==> src/rtl/seg_pkg.sv <==
// Shared types and the hex-to-segment table for the 4-digit seven-segment scanner.
package seg_pkg;

    typedef enum logic {
        SHOW = 1'b0,
        GAP  = 1'b1
    } scan_state_t;

    // Word latched by number_vld and later shown for a whole frame.
    typedef struct packed {
        logic [15:0] number;
        logic [3:0]  dot;
        logic        lz_en;
    } disp_word_t;

    // Segment order g..a (bit6..bit0); entry 15 first so HEX7_TABLE[n] decodes nibble n.
    localparam logic [15:0][6:0] HEX7_TABLE = {
        7'h71, 7'h79, 7'h5E, 7'h39, 7'h7C, 7'h77, 7'h6F, 7'h7F,
        7'h07, 7'h7D, 7'h6D, 7'h66, 7'h4F, 7'h5B, 7'h06, 7'h3F
    };

endpackage

==> src/rtl/hex7_dec.sv <==
// Combinational nibble to seven-segment decode (active-high, a=bit0 .. g=bit6).
module hex7_dec
    import seg_pkg::*;
(
    input  logic [3:0] nibble,
    output logic [6:0] segs
);

    assign segs = HEX7_TABLE[nibble];

endmodule

==> src/rtl/seg7_scan4.sv <==
// Four-digit multiplexed seven-segment driver with blanking gaps, leading-zero
// suppression and frame-aligned (tear-free) display updates.
module seg7_scan4 #(
    parameter int PRESCALE     = 12500,
    parameter int BLANK_CYCLES = 64,
    parameter int ACTIVE_LOW   = 1
) (
    input  logic        clk,
    input  logic        rst,
    input  logic [15:0] number,
    input  logic [3:0]  dot,
    input  logic        number_vld,
    input  logic        lz_en,
    output logic [3:0]  sel,
    output logic [7:0]  seg,
    output logic        frame_done
);
    import seg_pkg::*;

    localparam logic        POL        = (ACTIVE_LOW != 0);
    localparam logic [15:0] PRESC_LAST = 16'(PRESCALE - 1);
    localparam logic [7:0]  GAP_LAST   = 8'(BLANK_CYCLES - 1);

    scan_state_t state_reg, state_next;
    logic [1:0]  idx_reg, idx_next;
    logic [15:0] presc_reg, presc_next;
    logic [7:0]  gap_reg, gap_next;
    disp_word_t  shadow_reg, shadow_next;
    disp_word_t  pending_reg, pending_next;
    logic        pend_flag_reg, pend_flag_next;
    logic [3:0]  sel_reg;
    logic [7:0]  seg_reg;
    logic        frame_done_reg;

    disp_word_t  incoming;
    logic        boundary;

    assign incoming = {number, dot, lz_en};
    assign boundary = (state_reg == GAP) && (gap_reg == GAP_LAST) && (idx_reg == 2'd3);

    always_comb begin
        state_next     = state_reg;
        idx_next       = idx_reg;
        presc_next     = presc_reg;
        gap_next       = gap_reg;
        shadow_next    = shadow_reg;
        pending_next   = pending_reg;
        pend_flag_next = pend_flag_reg;

        case (state_reg)
            SHOW: begin
                if (presc_reg == PRESC_LAST) begin
                    state_next = GAP;
                    gap_next   = '0;
                end else begin
                    presc_next = presc_reg + 16'd1;
                end
            end
            default: begin
                if (gap_reg == GAP_LAST) begin
                    state_next = SHOW;
                    idx_next   = idx_reg + 2'd1;
                    presc_next = '0;
                end else begin
                    gap_next = gap_reg + 8'd1;
                end
            end
        endcase

        if (number_vld) begin
            pending_next   = incoming;
            pend_flag_next = 1'b1;
        end

        // A load arriving on the boundary edge itself bypasses the pending stage.
        if (boundary) begin
            if (number_vld) begin
                shadow_next = incoming;
            end else if (pend_flag_reg) begin
                shadow_next = pending_reg;
            end
            pend_flag_next = 1'b0;
        end
    end

    // Per-digit leading-zero blank flags, evaluated on the word about to be shown.
    logic [3:0] blank_vec;
    assign blank_vec[0] = 1'b0;
    generate
        for (genvar gi = 1; gi < 4; gi++) begin : g_blank
            assign blank_vec[gi] = shadow_next.lz_en && (shadow_next.number[15:4*gi] == '0);
        end
    endgenerate

    logic [3:0] cur_nibble;
    logic [6:0] dec_segs;
    logic [3:0] sel_log;
    logic [7:0] seg_log;

    assign cur_nibble = shadow_next.number[{idx_next, 2'b00} +: 4];

    hex7_dec u_dec (
        .nibble (cur_nibble),
        .segs   (dec_segs)
    );

    always_comb begin
        sel_log = '0;
        seg_log = '0;
        if (state_next == SHOW) begin
            sel_log[idx_next] = 1'b1;
            seg_log = {shadow_next.dot[idx_next], blank_vec[idx_next] ? 7'd0 : dec_segs};
        end
    end

    always_ff @(posedge clk) begin
        if (rst) begin
            state_reg      <= GAP;
            idx_reg        <= 2'd3;
            presc_reg      <= '0;
            gap_reg        <= '0;
            shadow_reg     <= '0;
            pending_reg    <= '0;
            pend_flag_reg  <= 1'b0;
            sel_reg        <= {4{POL}};
            seg_reg        <= {8{POL}};
            frame_done_reg <= 1'b0;
        end else begin
            state_reg      <= state_next;
            idx_reg        <= idx_next;
            presc_reg      <= presc_next;
            gap_reg        <= gap_next;
            shadow_reg     <= shadow_next;
            pending_reg    <= pending_next;
            pend_flag_reg  <= pend_flag_next;
            sel_reg        <= sel_log ^ {4{POL}};
            seg_reg        <= seg_log ^ {8{POL}};
            frame_done_reg <= boundary;
        end
    end

    assign sel        = sel_reg;
    assign seg        = seg_reg;
    assign frame_done = frame_done_reg;

endmodule

==> config.mk <==
export PLATFORM = sky130hd
export DESIGN_NAME = seg7_scan4
export DESIGN_NICKNAME = d
export VERILOG_FILES = /design/src/rtl/seg_pkg.sv /design/src/rtl/hex7_dec.sv /design/src/rtl/seg7_scan4.sv
export SDC_FILE = /design/constraint.sdc
export NUM_CORES = 1
export LEC_CHECK = 0
export CORE_MARGIN = 1
export CORE_UTILIZATION = 44
export DETAILED_ROUTE_END_ITERATION = 6
export PLACE_DENSITY = 0.77
export SETUP_SLACK_MARGIN = 0.5
export SKIP_CTS_REPAIR_TIMING = 1
export SYNTH_ARGS = -nofsm -noshare
export SYNTH_HDL_FRONTEND = slang
export SYNTH_HIERARCHICAL = 1
export SYNTH_SLANG_ARGS = --single-unit
export TNS_END_PERCENT = 5
==> constraint.sdc <==
create_clock -name clk -period 3.2 [get_ports clk]
set_input_delay 0.48 -clock clk [delete_from_list [all_inputs] [get_ports clk]]
set_output_delay 0.48 -clock clk [all_outputs]
set_load 0.05 [all_outputs]
Word level (Yosys, flattened, before mapping)
Memories as Yosys holds them, arrays and structs flattened.
Index checks and enable logic that the tools add are counted.
- memories kept: 1
- output and inout port bits: 13
- input bits: 24
- ROM bits: 112
- bits in registers: 83
- memory list (memory ; depth ; bits a word ; rd ports ; clocked after memory_dff ; write ports ; line ; text):
    (name not given) ; 16 ; 7 ; 1 ; 0 ; 0 ; hex7_dec.sv:9 ; assign segs = HEX7_TABLE[nibble];
- shift-type cells: 1
- mux-type cells: 24
- magnitude comparators: 3
- bitwise operators: 2
- reductions and logical operators: 13
- equal/unequal tests: 6
- $add $sub $neg: 3
- operators with widths (kind ; number):
    $mux 21 ; 3
    $mux 16 ; 3
    $mux 8 ; 4
    $add 16x1->16 const B ; 1
    $eq 16x14->1 const B ; 1
    $shiftx 16x5->4 ; 1
    $mux 7 ; 2
    $logic_not 12->1 ; 1
    $add 8x1->8 const B ; 1
    $eq 8x6->1 const B ; 1
    $logic_not 8->1 ; 1
    $not 8->8 ; 1
    $logic_and 1x1->1 ; 6
    $mux 1 ; 6
    $lt 4x5->1 const B ; 1
    $bmux 1 s2 ; 2
    $logic_not 4->1 ; 1
    $mux 2 ; 2
    $mux 4 ; 1
    $ne 2x2->1 const B ; 2
    $not 4->4 ; 1
    $reduce_and 2->1 ; 2
    $lt 2x3->1 const B ; 1
    $add 2x1->2 const B ; 1
    other kinds (6) ; 6

Depth between registers and ports, before layout
- depth in word-level cells: 11
- gate-level depth with buffers: 15

Cells and area by module
Netlist, hierarchy kept.
- by module, submodules not included (module ; times used ; area an instance (um^2) ; cells each):
    seg7_scan4 ; 1 ; 3910.0 ; 444
    hex7_dec ; 1 ; 287.8 ; 33

Least setup slack after synthesis
Ideal clock, no wire load.
- path type: register to register
- from: register gap_reg[0]
- to: register seg_reg[3], in the netlist seg[3]
- data arrival time: 3170 ps
- path slack: -49 ps
- required time: 3121 ps
- period minus slack after synthesis: 3249 ps
- cell stages (with the launch flop): 14
- cells stage by stage: dfxtp_1 -> ha_1 -> or3b_4 -> nor3_2 -> buf_4 -> buf_2 -> o22ai_1 -> a21oi_1 -> o21ai_0 -> o21ai_0 -> inv_1 -> ha_1 -> mux4_1 -> o211ai_1
- elaborated cells between the ends (all ways): 22
- classes of those cells: eq/ne: 1; shift: 1; mux: 10; bitwise: 1; reduce/logical: 8; memory: 1
- RTL lines (item ; line ; text):
    from (decl) ; seg7_scan4.sv:27 ; logic [7:0] gap_reg, gap_next;
    from (signal assigned) ; seg7_scan4.sv:132 ; gap_reg <= gap_next;
    $eq 8x6->1 * ; seg7_scan4.sv:39, seg7_scan4.sv:60 ;
    $logic_and 1x1->1 (2 in series) ; seg7_scan4.sv:39 ; assign boundary = (state_reg == GAP) && (gap_reg == GAP_LAST) && (idx_reg == 2'd3);
    $mux 21 ; seg7_scan4.sv:76 ; if (boundary) begin
    $shiftx 16x5->4 * ; seg7_scan4.sv:100 ; assign cur_nibble = shadow_next.number[{idx_next, 2'b00} +: 4];
    via cur_nibble[0] ; seg7_scan4.sv:95 ; logic [3:0] cur_nibble;
    $mem_v2 16x7 * ; n/a ;
    $mux 7 (not written as such) * ; hex7_dec.sv:9 ;
    via dec_segs[3] ; seg7_scan4.sv:96 ; logic [6:0] dec_segs;
    $mux 7 * ; seg7_scan4.sv:112 ; seg_log = {shadow_next.dot[idx_next], blank_vec[idx_next] ? 7'd0 : dec_segs};
    $mux 8 * ; seg7_scan4.sv:110 ; if (state_next == SHOW) begin
    $not 8->8 (no line) * ; n/a ;
    to (signal assigned) ; seg7_scan4.sv:126 ; seg_reg <= {8{POL}};
    to (signal assigned) ; seg7_scan4.sv:137 ; seg_reg <= seg_log ^ {8{POL}};
    to (decl) ; seg7_scan4.sv:32 ; logic [7:0] seg_reg;
Mark *: on every way through the listed nets, which the timed path passes. The rest lies on a longest branch. The select of a mux whose other input is x is not followed.
A chain may end at the register's enable or synchronous reset.

Final worst setup path
- from: register gap_reg[1]
- to: register seg_reg[3], in the netlist seg[3]
Same word-level chain as after synthesis.

==> impl_results.md <==
* Initial DRC count at 265
* Crit end category: register
* Slew Limit Headroom at 34.71%
* Max VDD drop at 0.1743 mV
* Commonest register cell after synthesis: dfxtp_1
* PortBufs at 36
* First-pass GRT wire length at 16420 um
* Via count of the first global-routing pass at 3383
* Critical R2R Launch: gap_reg[1]
* FF/Latch Area at 1675 um2
* Fillcell total at 795
* Routability cong. at 0.8520
* CTS sink count at 83
* Layout cells sized above 1 at 14.12%
* Cell Rows at 35
* Final setup vio count at 0
* Vias at 3796
* Hold WS at 0.5017 ns
* Layout area overhead at 21.64%
* Largest net degree at the start of global routing at 56
* Crit path from: gap_reg[1]
* Htree depth at 3
* Hold Path Class: register to register
* Total GRT Usage at 20.88%
* Mapped Area at 4198 um2
* CTS tree: built
* Residual DRC count at 0
* Antenna violations before repair at 0
* Max-cap viol count at 0
* Dpl cells at 623
* FF+latch count, synth at 83
* Critical Path Fanout Max at 15
* Hold Fails Final Rpt at 0
* Period utilization at 91.97%
* DIE WIDTH at 99.68 um
* Hold Startpoint: pending_reg[3]
* Unrepaired setup endpoints after global routing: yes
* Total Nets Final at 553
* Worst slew pin tran at 0.9793 ns
* Syn Area/Cell at 8.800 um2
* Leak pwr at 1.818 nW
* Status: completed
* Sequential area share after synthesis at 39.58%
* Area occupied by multi-input gates at 2455 um2
* Final TNS setup at 0 ns
* Fin crit period at 2.943 ns
* Startpoint types: register
* Inserted Diodes at 0
* Post-Route Utilization at 55.26%
* Post-synth EDFFs at 0
* Mapped Cells at 477
* Post-synth cell types at 61
* Wire per inst at 15.83 um
* Initial Util at 45.43%
* Req. time, crit path at 3.49 ns
* Syn_nets at 511
* CTS Buf Count at 9
* Ports at 37
* Root buf cell: clkbuf_8
* Die Area at 9935 um2
* Total grt overflow at 0
* Count of warnings emitted by yosys at 6
* Final wirelength at 10340 um
* Hpwl dp at 6851 um
* Clock Latency Late Sink at 0.37 ns
* CTS clk-pin slew, worst paths at 0.09 ns
* Longest Clk Path Bufs at 2
* Pwr Density at 391.6 nW/um2
* Crit Path Class: register to register
* FFs w/ async S/R, synth at 0%
* DRT Pass-1 Iters at 5
* DR vias/cell at 5.813
* Post-route ant nets at 0
* Core footprint at 9240 um2
* Layout Cells excl Fill at 653
* Critical Path AT at 3.23 ns
* Die height at 99.68 um
* Clock Skews at 0.01482 ns
* Pins Over Slew Limit at 0
* Fmax achieved at 339.8 MHz
## cell type report
| cell class | instances | share of cell area (%) |
|---|---|---|
| Multi-Input combinational cell | 353 | 48.08 |
| Sequential cell | 83 | 32.81 |
| Timing Repair Buffer | 58 | 10.93 |
| Tap cell | 129 | 3.161 |
| Clock buffer | 11 | 2.769 |
| Clock inverter | 5 | 1.225 |
| Inverter | 14 | 1.029 |
## final timing paths
| check | slack [ns] | to | cells after the start |
|---|---|---|---|
| hold reg to reg | 0.50 | pending_reg[3] | 2 |
| hold / removal | 0.50 | pending_reg[3] | 2 |
| setup reg to reg | 0.26 | seg[3] | 13 |
| setup / recovery | 0.26 | seg[3] | 13 |
## stage by stage
stage | power (mW) | worst slack (ns) | cell area, um2
after floorplan | 1.176 | 0.4301 | 4263
after global placement | 1.231 | 0.2285 | 4688
after detailed placement | 1.236 | 0.1267 | 4688
after CTS | 2.007 | 0.1138 | 4892
after global routing | 2.081 | 0.09556 | 5106
final | 2.000 | 0.2570 | 5106
## cell families after synthesis
logic type | share of synthesized area (%)
muxes | 8.882
xor gates and xnor gates | 4.173
and+or+nand+nor | 20.92
buffers and inverters | 4.411
AOI/OAI and AO/OA | 19.05
adders and majority gates | 2.981
DFF | 39.58
## worst max-delay path, cell delays in order, from the launching register on
cell,delay [ns]
dfxtp_4,0.39
ha_4,0.15
or3b_4,0.41
nor3_4,0.23
buf_12,0.18
o22a_1,0.16
o21ai_2,0.08
o22ai_1,0.19
a21o_1,0.18
buf_4,0.15
ha_4,0.15
inv_1,0.04
mux4_2,0.45
o211ai_1,0.09
## routing by layer
layer / GRT usage (%) / wire length [um]
met2: 35.23 / 5035
met3: 5.271 / 638
met4: 7.466 / 252
met5: 0 / 0
met1: 25.73 / 4409
## Yosys cell counts (11+ instances only)
master,instances,area share (%)
a21oi_1,12,1.4
nand4_1,11,1.6
o22ai_1,27,4.0
a21o_1,12,2.1
clkbuf_1,17,1.5
o21ai_0,14,1.7
dfxtp_1,83,40
inv_1,13,1.2
nor3_1,12,1.4
nand2_1,21,1.9
o22a_1,14,2.9
nor2_1,76,6.8
mux2i_1,29,6.9
## report_power, final
group          internal, mW  switching (mW)  total [mW]  leakage [nW]
clock network         0.385           0.399       0.784        0.0957
logic                0.0693          0.0768       0.146          1.05
registers              1.05          0.0183        1.07         0.674
## cell usage in the layout, fill, tap and decap left out, types with 11 or more instances in the layout
| cell type | n |
|---|---|
| mux2i_1 | 28 |
| buf_4 | 19 |
| nand2_1 | 21 |
| clkdlybuf4s50_1 | 34 |
| dfxtp_1 | 78 |
| o22ai_1 | 27 |
| nor2_1 | 76 |
| nor3_1 | 12 |
| inv_1 | 11 |
| a21oi_1 | 11 |
| o22a_1 | 14 |
| nand4_1 | 11 |
| a21o_1 | 11 |
No activity file was read; power rests on OpenSTA's default activity.
